## src/rtl/instr_fetch_unit.sv

```systemverilog
// Instruction fetch stage: PC register, ROM word-address generation and the
// IF/ID pipeline register with stall, flush, redirect and misalignment report.
module instr_fetch_unit #(
  parameter int unsigned           DATA_WIDTH = 32,
  parameter int unsigned           ADDR_WIDTH = 10,
  parameter logic [DATA_WIDTH-1:0] RESET_PC   = 32'h0040_0000
) (
  input  logic                  clk,
  input  logic                  rst_n,
  input  logic                  stall,
  input  logic                  flush,
  input  logic                  redirect_valid,
  input  logic [DATA_WIDTH-1:0] redirect_pc,
  input  logic [DATA_WIDTH-1:0] rom_rd,
  output logic [ADDR_WIDTH-1:0] rom_addr,
  output logic [DATA_WIDTH-1:0] pc_f,
  output logic [DATA_WIDTH-1:0] if_id_instr,
  output logic [DATA_WIDTH-1:0] if_id_pc,
  output logic [DATA_WIDTH-1:0] if_id_pc4,
  output logic                  if_id_valid,
  output logic                  misalign_err
);

  localparam logic [DATA_WIDTH-1:0] NOP = DATA_WIDTH'(32'h0000_0013);

  logic [DATA_WIDTH-1:0] pc_q, pc_d;
  logic [DATA_WIDTH-1:0] instr_q, instr_d;
  logic [DATA_WIDTH-1:0] ipc_q, ipc_d;
  logic [DATA_WIDTH-1:0] ipc4_q, ipc4_d;
  logic                  valid_q, valid_d;
  logic                  misalign_q, misalign_d;
  logic [DATA_WIDTH-1:0] pc_plus4;
  logic [DATA_WIDTH-1:0] win_offset;

  // Offset into the ROM window; truncation gives the modulo-depth wrap.
  always_comb begin
    win_offset = pc_q - RESET_PC;
    rom_addr   = win_offset[ADDR_WIDTH+1:2];
    pc_plus4   = pc_q + DATA_WIDTH'(4);
  end

  always_comb begin
    pc_d       = pc_q;
    instr_d    = instr_q;
    ipc_d      = ipc_q;
    ipc4_d     = ipc4_q;
    valid_d    = valid_q;
    misalign_d = redirect_valid && (redirect_pc[1:0] != 2'b00);

    if (redirect_valid) begin
      pc_d = {redirect_pc[DATA_WIDTH-1:2], 2'b00};
    end else if (!stall) begin
      pc_d = pc_plus4;
    end

    if (flush || redirect_valid) begin
      instr_d = NOP;
      ipc_d   = '0;
      ipc4_d  = '0;
      valid_d = 1'b0;
    end else if (!stall) begin
      instr_d = rom_rd;
      ipc_d   = pc_q;
      ipc4_d  = pc_plus4;
      valid_d = 1'b1;
    end
  end

  always_ff @(posedge clk) begin
    if (!rst_n) begin
      pc_q       <= RESET_PC;
      instr_q    <= NOP;
      ipc_q      <= '0;
      ipc4_q     <= '0;
      valid_q    <= 1'b0;
      misalign_q <= 1'b0;
    end else begin
      pc_q       <= pc_d;
      instr_q    <= instr_d;
      ipc_q      <= ipc_d;
      ipc4_q     <= ipc4_d;
      valid_q    <= valid_d;
      misalign_q <= misalign_d;
    end
  end

  assign pc_f         = pc_q;
  assign if_id_instr  = instr_q;
  assign if_id_pc     = ipc_q;
  assign if_id_pc4    = ipc4_q;
  assign if_id_valid  = valid_q;
  assign misalign_err = misalign_q;

endmodule

```

## config.mk

```make
export PLATFORM = sky130hd
export DESIGN_NAME = instr_fetch_unit
export DESIGN_NICKNAME = d
export VERILOG_FILES = /design/src/rtl/instr_fetch_unit.sv
export SDC_FILE = /design/constraint.sdc
export NUM_CORES = 1
export LEC_CHECK = 0
export CAP_MARGIN = 30
export CELL_PAD_IN_SITES_DETAIL_PLACEMENT = 1
export CELL_PAD_IN_SITES_GLOBAL_PLACEMENT = 1
export CORE_UTILIZATION = 35
export DETAILED_ROUTE_END_ITERATION = 10
export GPL_ROUTABILITY_DRIVEN = 0
export PLACE_DENSITY_LB_ADDON = 0.1
export REMOVE_ABC_BUFFERS = 1
export SLEW_MARGIN = 30
export SYNTH_ARGS = -nofsm -noshare
export SYNTH_HDL_FRONTEND = slang
export SYNTH_SLANG_ARGS = --single-unit
export TNS_END_PERCENT = 1
```

## constraint.sdc

```tcl
create_clock -name clk -period 5 [get_ports clk]
set_clock_uncertainty 0.1 [all_clocks]
set_input_delay 0.5 -clock clk [delete_from_list [all_inputs] [get_ports clk]]
set_output_delay 0.5 -clock clk [all_outputs]
set_load 0.02 [all_outputs]
```

## Yosys cells after proc, flatten, opt, wreduce, memory -nomap -nowiden

Index checks and enable logic that the tools add are counted.

| storage, ports and cells | value |
|---|---|
| word-level logic and storage cells | 18 |
| flip-flop bits (word level) | 130 |
| input port bits | 69 |
| output and inout port bits | 140 |

| operators by class | value |
|---|---|
| bitwise gates (word level) | 1 |
| reduce and logical (&&, ||, !) cells | 5 |
| eq/ne operators | 1 |
| mux-type cells | 2 |
| add/subtract/negate cells | 2 |

Operators by type and width:

| kind | count |
|---|---|
| $mux 32 | 2 |
| $add 32x3->32 const B | 1 |
| $sub 12x1->12 const B | 1 |
| $reduce_or 2->1 | 2 |
| $ne 2x1->1 const B | 1 |
| $reduce_bool 2->1 | 1 |
| $logic_and 1x1->1 | 1 |
| $logic_or 1x1->1 | 1 |
| $not 1->1 | 1 |

## Depth between registers and ports, before layout

| logic depth | value |
|---|---|
| word-level depth | 3 |
| mapped depth | 7 |
| mapped depth without buffers | 6 |

## Worst setup path before layout

No wires, ideal clock.

| timing | value |
|---|---|
| path kind | register to register |
| from | register pc_q[3] (netlist: pc_f[3]) |
| to | register pc_q[30] (netlist: pc_f[30]) |
| clock period less this slack | 2.153 ns |
| library setup time | 0.122 ns |
| arrival | 1.931 ns |
| data required time | 4.778 ns |
| stages on the path, launching flop included | 8 |
| slack | 2.847 ns |
| buffers on the path | 1 |
| cells stage by stage | dfxtp_1 ha_1 nand3_1 or3_1 buf_2 nor3_2 mux2i_1 o21ai_0 |

| on the way | value |
|---|---|
| word-level cells in the longest chain between the ends | 3 |

Ends and longest elaborated chain:

| item | RTL line | source |
|---|---|---|
| start: declaration | 26 | `logic [DATA_WIDTH-1:0] pc_q, pc_d;` |
| start signal: assignment | 78 | `pc_q <= pc_d;` |
| $add 32x3->32 | 39 | `pc_plus4 = pc_q + DATA_WIDTH'(4);` |
| $mux 32 | 52 | `end else if (!stall) begin` |
| $mux 32 | 50 | `if (redirect_valid) begin` |

No other way between the ends. The select of a mux whose other input is x is not followed.
A chain may end at the register's enable or synchronous reset.

## Worst setup path after layout

| timing | value |
|---|---|
| from | input port redirect_valid |
| to | register ipc4_q[6] (netlist: if_id_pc4[6]) |

| on the way | value |
|---|---|
| word-level cells in the longest chain between the ends | 2 |

Ends and longest elaborated chain:

| item | RTL line | source |
|---|---|---|
| start: declaration | 12 | `input logic redirect_valid,` |
| $logic_or 1x1->1 | 56 | `if (flush \|\| redirect_valid) begin` |
| $reduce_or 2->1 (no line) | -- |  |
| end signal: assignment | 81 | `ipc4_q <= ipc4_d;` |
| end: declaration | 29 | `logic [DATA_WIDTH-1:0] ipc4_q, ipc4_d;` |

No other way between the ends.

==> summary.md <==
| Metric | Value |
|---|---|
| Critical Path AT | `3.01 ns` |
| CTS sink cnt | `124` |
| LEAKAGE | `0.00295 uW` |
| Placed Cells | `967` |
| Status | `finished clean` |
| Hold_sp | `if_id_valid` |
| Setup violators final | `0` |
| Hold path cells | `1` |
| Multi-input gate area | `~2700 um^2` |
| First-pass detailed-route iteration total | `4` |
| Synth warn | `0` |
| TritonCTS clock tree | `built` |
| Die X | `127 um` |
| Kind of end point of the critical path | `flip-flop` |
| Rel. slew slack | `about 42%` |
| Routed Wire Length | `~17000 um` |
| Fin crit share | `56.6%` |
| Io pins | `209` |
| Syn Area/Cell | `between 8 and 9 um^2` |
| Cells after synthesis | `611` |
| Port bufs | `202` |
| Sequential share of the synthesized area | `45.3%` |
| Fmax | `roughly 0.35 GHz` |
| Post-synth ARST share | `0%` |
| RR Startpoint | `pc_f[2]` |
| Net count, final | `845` |
| Sw Share | `around a quarter` |
| Clk_lat worst skew | `0.42 ns` |
| Int Power | `2040 uW` |
| Number of flops mapped to enable cells by yosys | `0` |
| Antenna diodes | `0` |
| Row count | `45` |
| Pwr/cell area | `about 330 nW/um^2` |
| Sequential share of power | `between 30% and 40%` |
| Max Buffers Root-to-Sink | `2` |
| End of the worst hold path | `if_id_valid` |
| Chip height | `127 um` |
| CP max FO | `45` |
| Commonest non-fill, non-tap cell in the layout | `clkdlybuf4s50_1` |
| Fin area | `8120 um^2` |
| Final WS setup | `around 2.2 ns` |
| Switching Power | `between 600 and 700 uW` |
| GR Overflow Total | `0` |
| Via count | `between 4000 and 5000` |
| Combinational fraction of design power | `11.6%` |
| 1st-iter DRT viols | `167` |
| DR WL/cell | `~17 um` |
| Worst slew pin tran | `0.864 ns` |
| Post-DP HPWL | `approximately 11000 um` |
| Hold Path Class | `flip-flop to flip-flop` |
| Register area | `2480 um^2` |
| CORE AREA | `15300 um^2` |
| DRC Markers | `0` |
| Cell Area, Synth | `5480 um^2` |
| Post-CTS sizing | `0` |
| Final TNS setup | `0 ns` |
| Clk slew on worst S/H paths | `approximately 0.060 ns` |
| All-Layer GR Usage | `a little over a fifth` |
| Most frequent cells in the layout | `201 x clkdlybuf4s50_1, 124 x dfxtp_1, 77 x nor2_1` |
| Reg2reg path depth | `6` |
| Setup WS pre-CTS | `1.72 ns` |
| Post-route ant nets | `0` |
| Clock share of power | `48.7%` |
| Final cell count without fillers | `999` |
| P&R area growth vs syn | `48.2%` |
| Number of fill cells | `1732` |
| Maximum VDD drop | `0.000228 V` |
| Fin. Hold Viols | `0` |
| FF-to-FF setup slack | `roughly 2.3 ns` |
| Crit Path Category | `input pin to flip-flop` |
| Final min period | `2.83 ns` |
| DP Area | `7480 um^2` |
| Antenna violations before repair | `0` |
| Tot Pwr | `2700 uW` |
| Initial Util | `35.9%` |
| Yosys reg bits | `124` |
| TritonCTS Buffers | `17` |
| Unrepaired setup endpoints after global routing | `false` |
| Postcts setup bufs | `0` |
| CTS Hold Buffers Added | `0` |
| Max Cap Viol | `0` |
| Largest net degree at the start of global routing | `55` |
| Share of layout cells above drive strength 1 | `6.60%` |
| Top_reg_cell synth | `dfxtp_1` |
| Clock root buffer | `clkbuf_16` |
| Die ar. | `16200 um^2` |
| Required time of the critical path | `around 5.2 ns` |
| CTS H-tree lvls | `4` |
| Synth cell types | `42` |
| Slew Limit Fails | `0` |
| First-pass GRT wire length | `27300 um` |
| Reg2Reg Capture Point | `if_id_pc4[30]` |
| Via-to-Cell Ratio | `4.94` |
| Vias in the first global route | `between 5000 and 6000` |
| Nature of the critical path startpoint | `input pin` |
==> synthesized netlist by cell type (2+ instances only) <==
cell type,count,area [um^2]
dfxtp_1,124,2480
nor2_1,78,293
mux2i_1,62,621
o21ai_0,51,255
a21oi_1,47,235
xnor2_1,39,342
nand2_1,34,128
clkbuf_1,28,105
buf_4,20,150
nor3_1,18,90.1
xor2_1,15,131
nand3_1,11,55.1
buf_2,10,50.1
nand4_1,10,62.6
nor4_1,8,50.1
buf_1,7,26.3
and2_1,5,31.3
and3_1,5,31.3
o211a_1,5,50.1
inv_1,3,11.3
nand2b_1,3,18.8
nor3_2,3,30.0
a211oi_1,2,15.0
and4_1,2,17.5
nor2b_1,2,12.5
nor4_2,2,25.0
or4_4,2,22.5
==> per-stage QoR <==
| stage | utilization, % | hold WS, ns |
|---|---|---|
| 2_1_floorplan | - | 0.436 |
| 3_3_place_gp | 49.0 | 0.349 |
| 3_5_place_dp | 49.0 | 0.358 |
| 4_1_cts | 53.2 | 0.371 |
| 5_1_grt | 53.2 | 0.392 |
| 6_report | 53.2 | 0.365 |
==> worst max-delay path, stage by stage <==
cell and delay [ns]:
clkdlybuf4s50_1 0.45, buf_4 0.24, clkinv_1 0.09, buf_4 0.28, nand2_1 0.22, or2_2 0.59, buf_4 0.48, nor3_1 0.11
==> worst max-delay path by stage <==
| stage | from | slack [ns] | to | depth (start not counted) |
|---|---|---|---|---|
| after floorplan | pc_f[3] | 2.47 | pc_f[26] | 6 |
| after global placement | redirect_valid | 1.81 | if_id_pc4[16] | 8 |
| after detailed placement | redirect_valid | 1.72 | if_id_pc4[6] | 8 |
| after CTS | redirect_valid | 2.15 | if_id_pc4[6] | 8 |
| after global routing | redirect_valid | 1.98 | if_id_pc4[6] | 8 |
| final | redirect_valid | 2.17 | if_id_pc4[6] | 8 |
==> power groups by stage <==
stage	Combinational (uW)	Clock, uW	Sequential [uW]
global route	336	1390	1080
finish	313	1310	1070
CTS	316	1340	1070
floorplan	97.0	0	1120
detailed placement	313	0	1090
global placement	308	0	1090
==> flip-flops by register name, indices dropped and copies added, names as in the netlist <==
signal / flops
if_id_valid: 1
if_id_instr: 32
pc_f: 30
if_id_pc4: 30
misalign_err: 1
if_id_pc: 30
==> layout make-up <==
type | instances | share of cell area, %
multi-input cells | 420 | 32.7
clock inverters | 9 | 1.63
inverters | 5 | 0.231
well taps | 211 | 3.25
flip-flops and latches | 124 | 30.6
repair buffers | 207 | 25.3
clock buffers | 23 | 6.25
==> metal layers <==
| metal | track usage [%] | wire length, um | vias up |
|---|---|---|---|
| li1 | - | - | 2386 |
| met1 | 26.0 | 7420 | 2405 |
| met2 | 38.2 | 8670 | 133 |
| met3 | 5.49 | 817 | 15 |
| met4 | 7.63 | 172 | 0 |
| met5 | 0 | 0 | - |
==> cells by family after synthesis <==
| group | Yosys count | synth area share (%) |
|---|---|---|
| AOI/OAI and AO/OA | 107 | 10.4 |
| other | 1 | 0.0684 |
| xor gates and xnor gates | 54 | 8.63 |
| buffers and inverters | 72 | 6.69 |
| DFF | 124 | 45.3 |
| adders and majority gates | 1 | 0.228 |
| and+or+nand+nor | 190 | 17.3 |
| muxes | 62 | 11.3 |
Power figures use the tool's default switching activity.
==> patch 1, RTL diff (config.mk and constraints unchanged) <==
Reset style: asynchronous (`rst_n`), changed in one clocked block.
--- a/src/rtl/instr_fetch_unit.sv
+++ b/src/rtl/instr_fetch_unit.sv
@@ -66,7 +66,7 @@
     end
   end
 
-  always_ff @(posedge clk) begin
+  always_ff @(posedge clk or negedge rst_n) begin
     if (!rst_n) begin
       pc_q       <= RESET_PC;
       instr_q    <= NOP;
Check against the original RTL: differs if rst_n is asserted again (counterexample within 4 cycles, from zero or initial values and one cycle with rst_n low); with rst_n held inactive, the same outputs for 4 cycles.
==> patch 1 against the original RTL <==
- die area is 12% higher
- worst hold slack worse by 350 ps
- via count is 8.4% higher
- wire length is 11% higher
- setup slack better by 160 ps
- synthesized cell count is 0.65% higher
- power is 1.3% higher
- sequential cell count stayed put
- design area is 7.2% higher
- sequential share of layout area is 5.1 points higher
- register-to-register slack better by 40 ps
- count of clock-buffer cells in the layout is 1 lower
- synthesized area is 12% higher
- critical path type is now flip-flop to flip-flop
==> patch 1: results (changes against the original RTL) <==
- Commonest cells post-synth: dfrtp_1 (120), nor2_1 (90), mux2i_1 (61), o21ai_0 (48), nand2_1 (41)
- Worst Path Arrival: 2910 ps (-100 ps)
- Worst-Margin Slew: 996.7 ps (+132.5 ps)
- Clock buf/inv share: 6.038% (-1.8 points)
- Largest cells by area after synthesis: dfrtp_1 (49%), mux2i_1 (9.9%), nor2_1 (5.5%), o21ai_0 (3.9%), nand2_1 (2.5%)
- # setup viols final: 0 (unchanged)
- Met2 WL post-DR: 9256 um (+6.8%)
- Wire length per cell: 18.59 um (+8.8%)
- Met3 usage: 6.456% (+0.97 points)
- Multi-input combinational area share: 30.81% (-1.9 points)
- Initial antenna violation count: 2 (+2)
- Nonclk inv count: 3 (-2)
- Worst vdd ir: 229.9 uV (+0.83%)
- GR Util met1: 27.41% (+1.4 points)
- Non-clk bufs: 209 (+0.97%)
- Asr flop ratio synth: 100.0% (+100 points)
- Main synth FF type: dfrtp_1
- Mapped Avg Cell Area: 9.985 um^2 (+11%)
- Post-synthesis register bit count: 124 (unchanged)
- Core area: 17,240 um^2 (+13%)
- Layout cells sized above 1: 7.053% (+0.45 points)
- Multi-input gates: 428 (+1.9%)
- Starting DRT DRC Count: 250 (+50%)
- Synth Area in Compound Gates: 11.17% (+0.73 points)
- PnR worst setup slack: 2329 ps (+159.8 ps)
- Largest net degree at the start of global routing: 97 (+76%)
- Post-Synth XOR/XNOR Area: 3.138% (-5.5 points)
- Hold Slack: 15.81 ps (-349.5 ps)
- Placement Setup Slack: 2227 ps (+509.0 ps)
- Crit. Startpoint: pc_f[2]
- Worst R2R End: pc_f[28]
- Vias in the first global route: 5,908 (+14%)
- Reg2Reg Depth: 5 (-1)
- Fill count: 1,925 (+11%)
- Via count: 5,352 (+8.4%)
- Metal-1 WL: 8326 um (+12%)
- Top routing layer in use: met5
- Tightest Hold Check Type: primary input to async pin
- Clk root buf: clkbuf_16
- Post-synthesis adder-cell area fraction: 0.2037% (-0.025 points)
- Fin nets: 853 (+0.95%)
- DP Area: 8148 um^2 (+8.9%)
- Run status: completed
- Seq area share: 35.71% (+5.1 points)
- First-pass GRT wire length: 31,110 um (+14%)
- Footprint of the multi-input gates: 2681 um^2 (+0.85%)
- Worst-path maximum fanout: 10 (-78%)
- Placed cells: 988 (+2.2%)
- Gr usage total: 22.17% (+0.32 points)
- Non-clock buffering overhead: 24.08% (-1.2 points)
- Register area share after synthesis: 50.61% (+5.3 points)
- HPWL Detailed: 12,930 um (+13%)
- Layout clock buffers: 22 (-4.3%)
- M2 GR Usage: 37.10% (-1.1 points)
- Unique masters post-synth: 53 (+26%)
- Multiplexer area fraction after synthesis: 9.943% (-1.4 points)
- LEAKAGE: 3.602 nW (+22%)
- Vias per cell: 5.252 (+6.2%)
## patch 1: how the worst max path moves through the flow
stage | to | cells past startpoint
6_report | pc_f[28] | 5
5_1_grt | pc_f[30] | 5
4_1_cts | pc_f[28] | 5
3_5_place_dp | pc_f[19] | 5
3_3_place_gp | pc_f[19] | 5
2_1_floorplan | pc_f[30] | 5
## patch 1: critical path, cell delays in order, from the launching register on
cell	delay [ps]
dfrtp_1	540
ha_1	340
or2b_2	370
or4_1	560
or4_1	510
a31oi_1	170
## patch 1: where the power goes
group | internal (mW) | switching (mW) | total (mW)
Sequential | 1.06 | 0.0867 | 1.14
Combinational | 0.223 | 0.247 | 0.470
Clock | 0.685 | 0.434 | 1.12
Total | 1.96 | 0.768 | 2.73
## patch 1: cells by family (layout without fill, tap and decap cells)
group	count (synthesis)	count (layout)
compound gates	116	116
xor+xnor	22	22
fa+ha+maj	1	1
buf+inv	68	242
flops	124	124
mux	61	61
other cells	1	6
simple gates	222	222
==> patch 2, RTL diff (same settings) <==
Made on the original files. `ADDR_WIDTH`: 10 -> 9.
--- a/src/rtl/instr_fetch_unit.sv
+++ b/src/rtl/instr_fetch_unit.sv
@@ -2,7 +2,7 @@
 // IF/ID pipeline register with stall, flush, redirect and misalignment report.
 module instr_fetch_unit #(
   parameter int unsigned           DATA_WIDTH = 32,
-  parameter int unsigned           ADDR_WIDTH = 10,
+  parameter int unsigned           ADDR_WIDTH = 9,
   parameter logic [DATA_WIDTH-1:0] RESET_PC   = 32'h0040_0000
 ) (
   input  logic                  clk,
Ports: changed (resized rom_addr); port bits go from 209 to 208. No check against the original RTL was run, so the function may have changed too.
==> patch 2 against the original RTL <==
- sequential share of layout area up 0.094 points
- sequential cell count unchanged
- setup slack worse by 24 ps
- design area down 0.31%
- synthesized area down 0.14%
- register-to-register slack worse by 70 ps
- wire length down 0.53%
- power down 0.25%
- final cell count down 0.30%
==> patch 2: results (changes against the original RTL) <==
- Layout cells sized above 1: 5.987% (-0.61 points)
- First-pass DRT Iterations: 4 (unchanged)
- Worst slew margin: 38.99% (-3.3 points)
- Largest cells by area after synthesis: dfxtp_1 (45%), mux2i_1 (11%), xnor2_1 (6.2%), nor2_1 (5.3%), o21ai_0 (4.7%)
- Tightest Hold Check Type: flip-flop to flip-flop
- Hold Slack: 366.6 ps (+1.283 ps)
- Hold path start: if_id_pc4[4]
- HPWL Detailed: 11,630 um (+1.4%)
- Worst Path Arrival: 3050 ps (+40 ps)
- Initial antenna violation count: 0 (unchanged)
- Fill count: 1,714 (-1.0%)
- Switching portion of total power: 23.25% (-1.0 points)
- Worst skew pair latency: 420 ps (about the same)
- Fin nets: 845 (unchanged)
- R2r startpoint: pc_f[3]
- Post CTS Setup Buffer Count: 0 (unchanged)
- DP Area: 7478 um^2 (about the same)
- Gr usage total: 21.38% (-0.47 points)
- Clock slew at reported path FFs: 50 ps
- Commonest cells post-synth: dfxtp_1 (124), nor2_1 (78), mux2i_1 (62), o21ai_0 (51), a21oi_1 (47)
- Via count: 4,919 (-0.40%)
- Worst R2R End: pc_f[30]
- WHS Path Cells: 2 (+1)
- Worst-path maximum fanout: 45 (unchanged)
- LEAKAGE: 2.951 nW (about the same)
- Drt total wl: 16,980 um (-0.53%)
- Yosys warning count: 0 (unchanged)
- Worst Hold Path EP: if_id_pc4[4]
- Placement Setup Slack: 1686 ps (-31.70 ps)
- Slowest CP cell: or2_2
- Worst vdd ir: 247.1 uV (+8.4%)
- Register area share after synthesis: 45.35% (+0.062 points)
- Starting DRT DRC Count: 128 (-23%)
- CP peak stage delay: 660 ps (+70 ps)
- Antenna cells: 0 (unchanged)
- Top Family by Delay on Critical Path: buffers and inverters
- Inserted Clock Buffers: 17 (unchanged)
- Mapped Avg Cell Area: 8.974 um^2 (about the same)
- Final cell count without fillers: 996 (-0.30%)
- H-tree levels: 4 (unchanged)
- Yosys top cell by area: dfxtp_1
- Max Root-Sink Buffers: 2 (unchanged)
- R2r setup slk: 2220 ps (-70 ps)
- Vias in the first global route: 5,093 (-1.5%)
- PortBufs: 201 (-0.50%)
- Reg2Reg Depth: 6 (unchanged)
- Unique masters post-synth: 42 (unchanged)
- Resized cells post-CTS: 0 (unchanged)
- Run status: completed
- Clk root buf: clkbuf_16
- First-pass GRT wire length: 26,700 um (-2.2%)
- Asr flop ratio synth: 0% (unchanged)
- Sum Neg Setup Slack: 0 ps (unchanged)
==> patch 2: cell types whose count changed after synthesis <==
| cell | unedited run | this run |
|---|---|---|
| buf_4 | 20 | 19 |
==> patch 2: routing by layer <==
layer	GRT usage, %	wire [um]	vias to the layer above
met4	7.703	244	0
li1	-	-	2385
met2	36.94	8357	131
met3	5.486	828	18
met1	25.63	7551	2385
met5	0	0	-
==> patch 2: how the worst max path moves through the flow <==
stage                           end  slack [ps]            from
floorplan                  pc_f[26]        2470         pc_f[3]
global placement      if_id_pc4[28]        1780  redirect_valid
detailed placement  if_id_instr[31]        1690  redirect_valid
CTS                 if_id_instr[31]        2140  redirect_valid
global route        if_id_instr[21]        1880  redirect_valid
finish              if_id_instr[31]        2150  redirect_valid
==> patch 2: cell type report <==
cell class,count,area [um^2],share of cell area [%]
sequential,124,2482,30.66
clock inverter,8,167.7,2.071
timing repair buffer,207,2054,25.37
tap,211,264.0,3.261
clock buffer,21,450.4,5.563
inverter,5,18.77,0.2318
multi-input combinational,420,2659,32.84
==> patch 2: cell families after synthesis <==
family                     after synthesis  synth area share, %
other                                    1              0.06851
buffers and inverters                   71                6.560
adders and majority gates                1               0.2285
xor gates and xnor gates                54                8.640
muxes                                   62                11.34
and+or+nand+nor                        190                17.37
DFF                                    124                45.35
AOI/OAI and AO/OA                      107                10.45
==> patch 2: power groups by stage <==
stage / Clock [mW] / Sequential, mW / Combinational (mW)
CTS: 1.34 / 1.07 / 0.315
global route: 1.38 / 1.07 / 0.334
finish: 1.31 / 1.07 / 0.312
floorplan: 0 / 1.12 / 0.0970
detailed placement: 0 / 1.09 / 0.312
global placement: 0 / 1.09 / 0.306
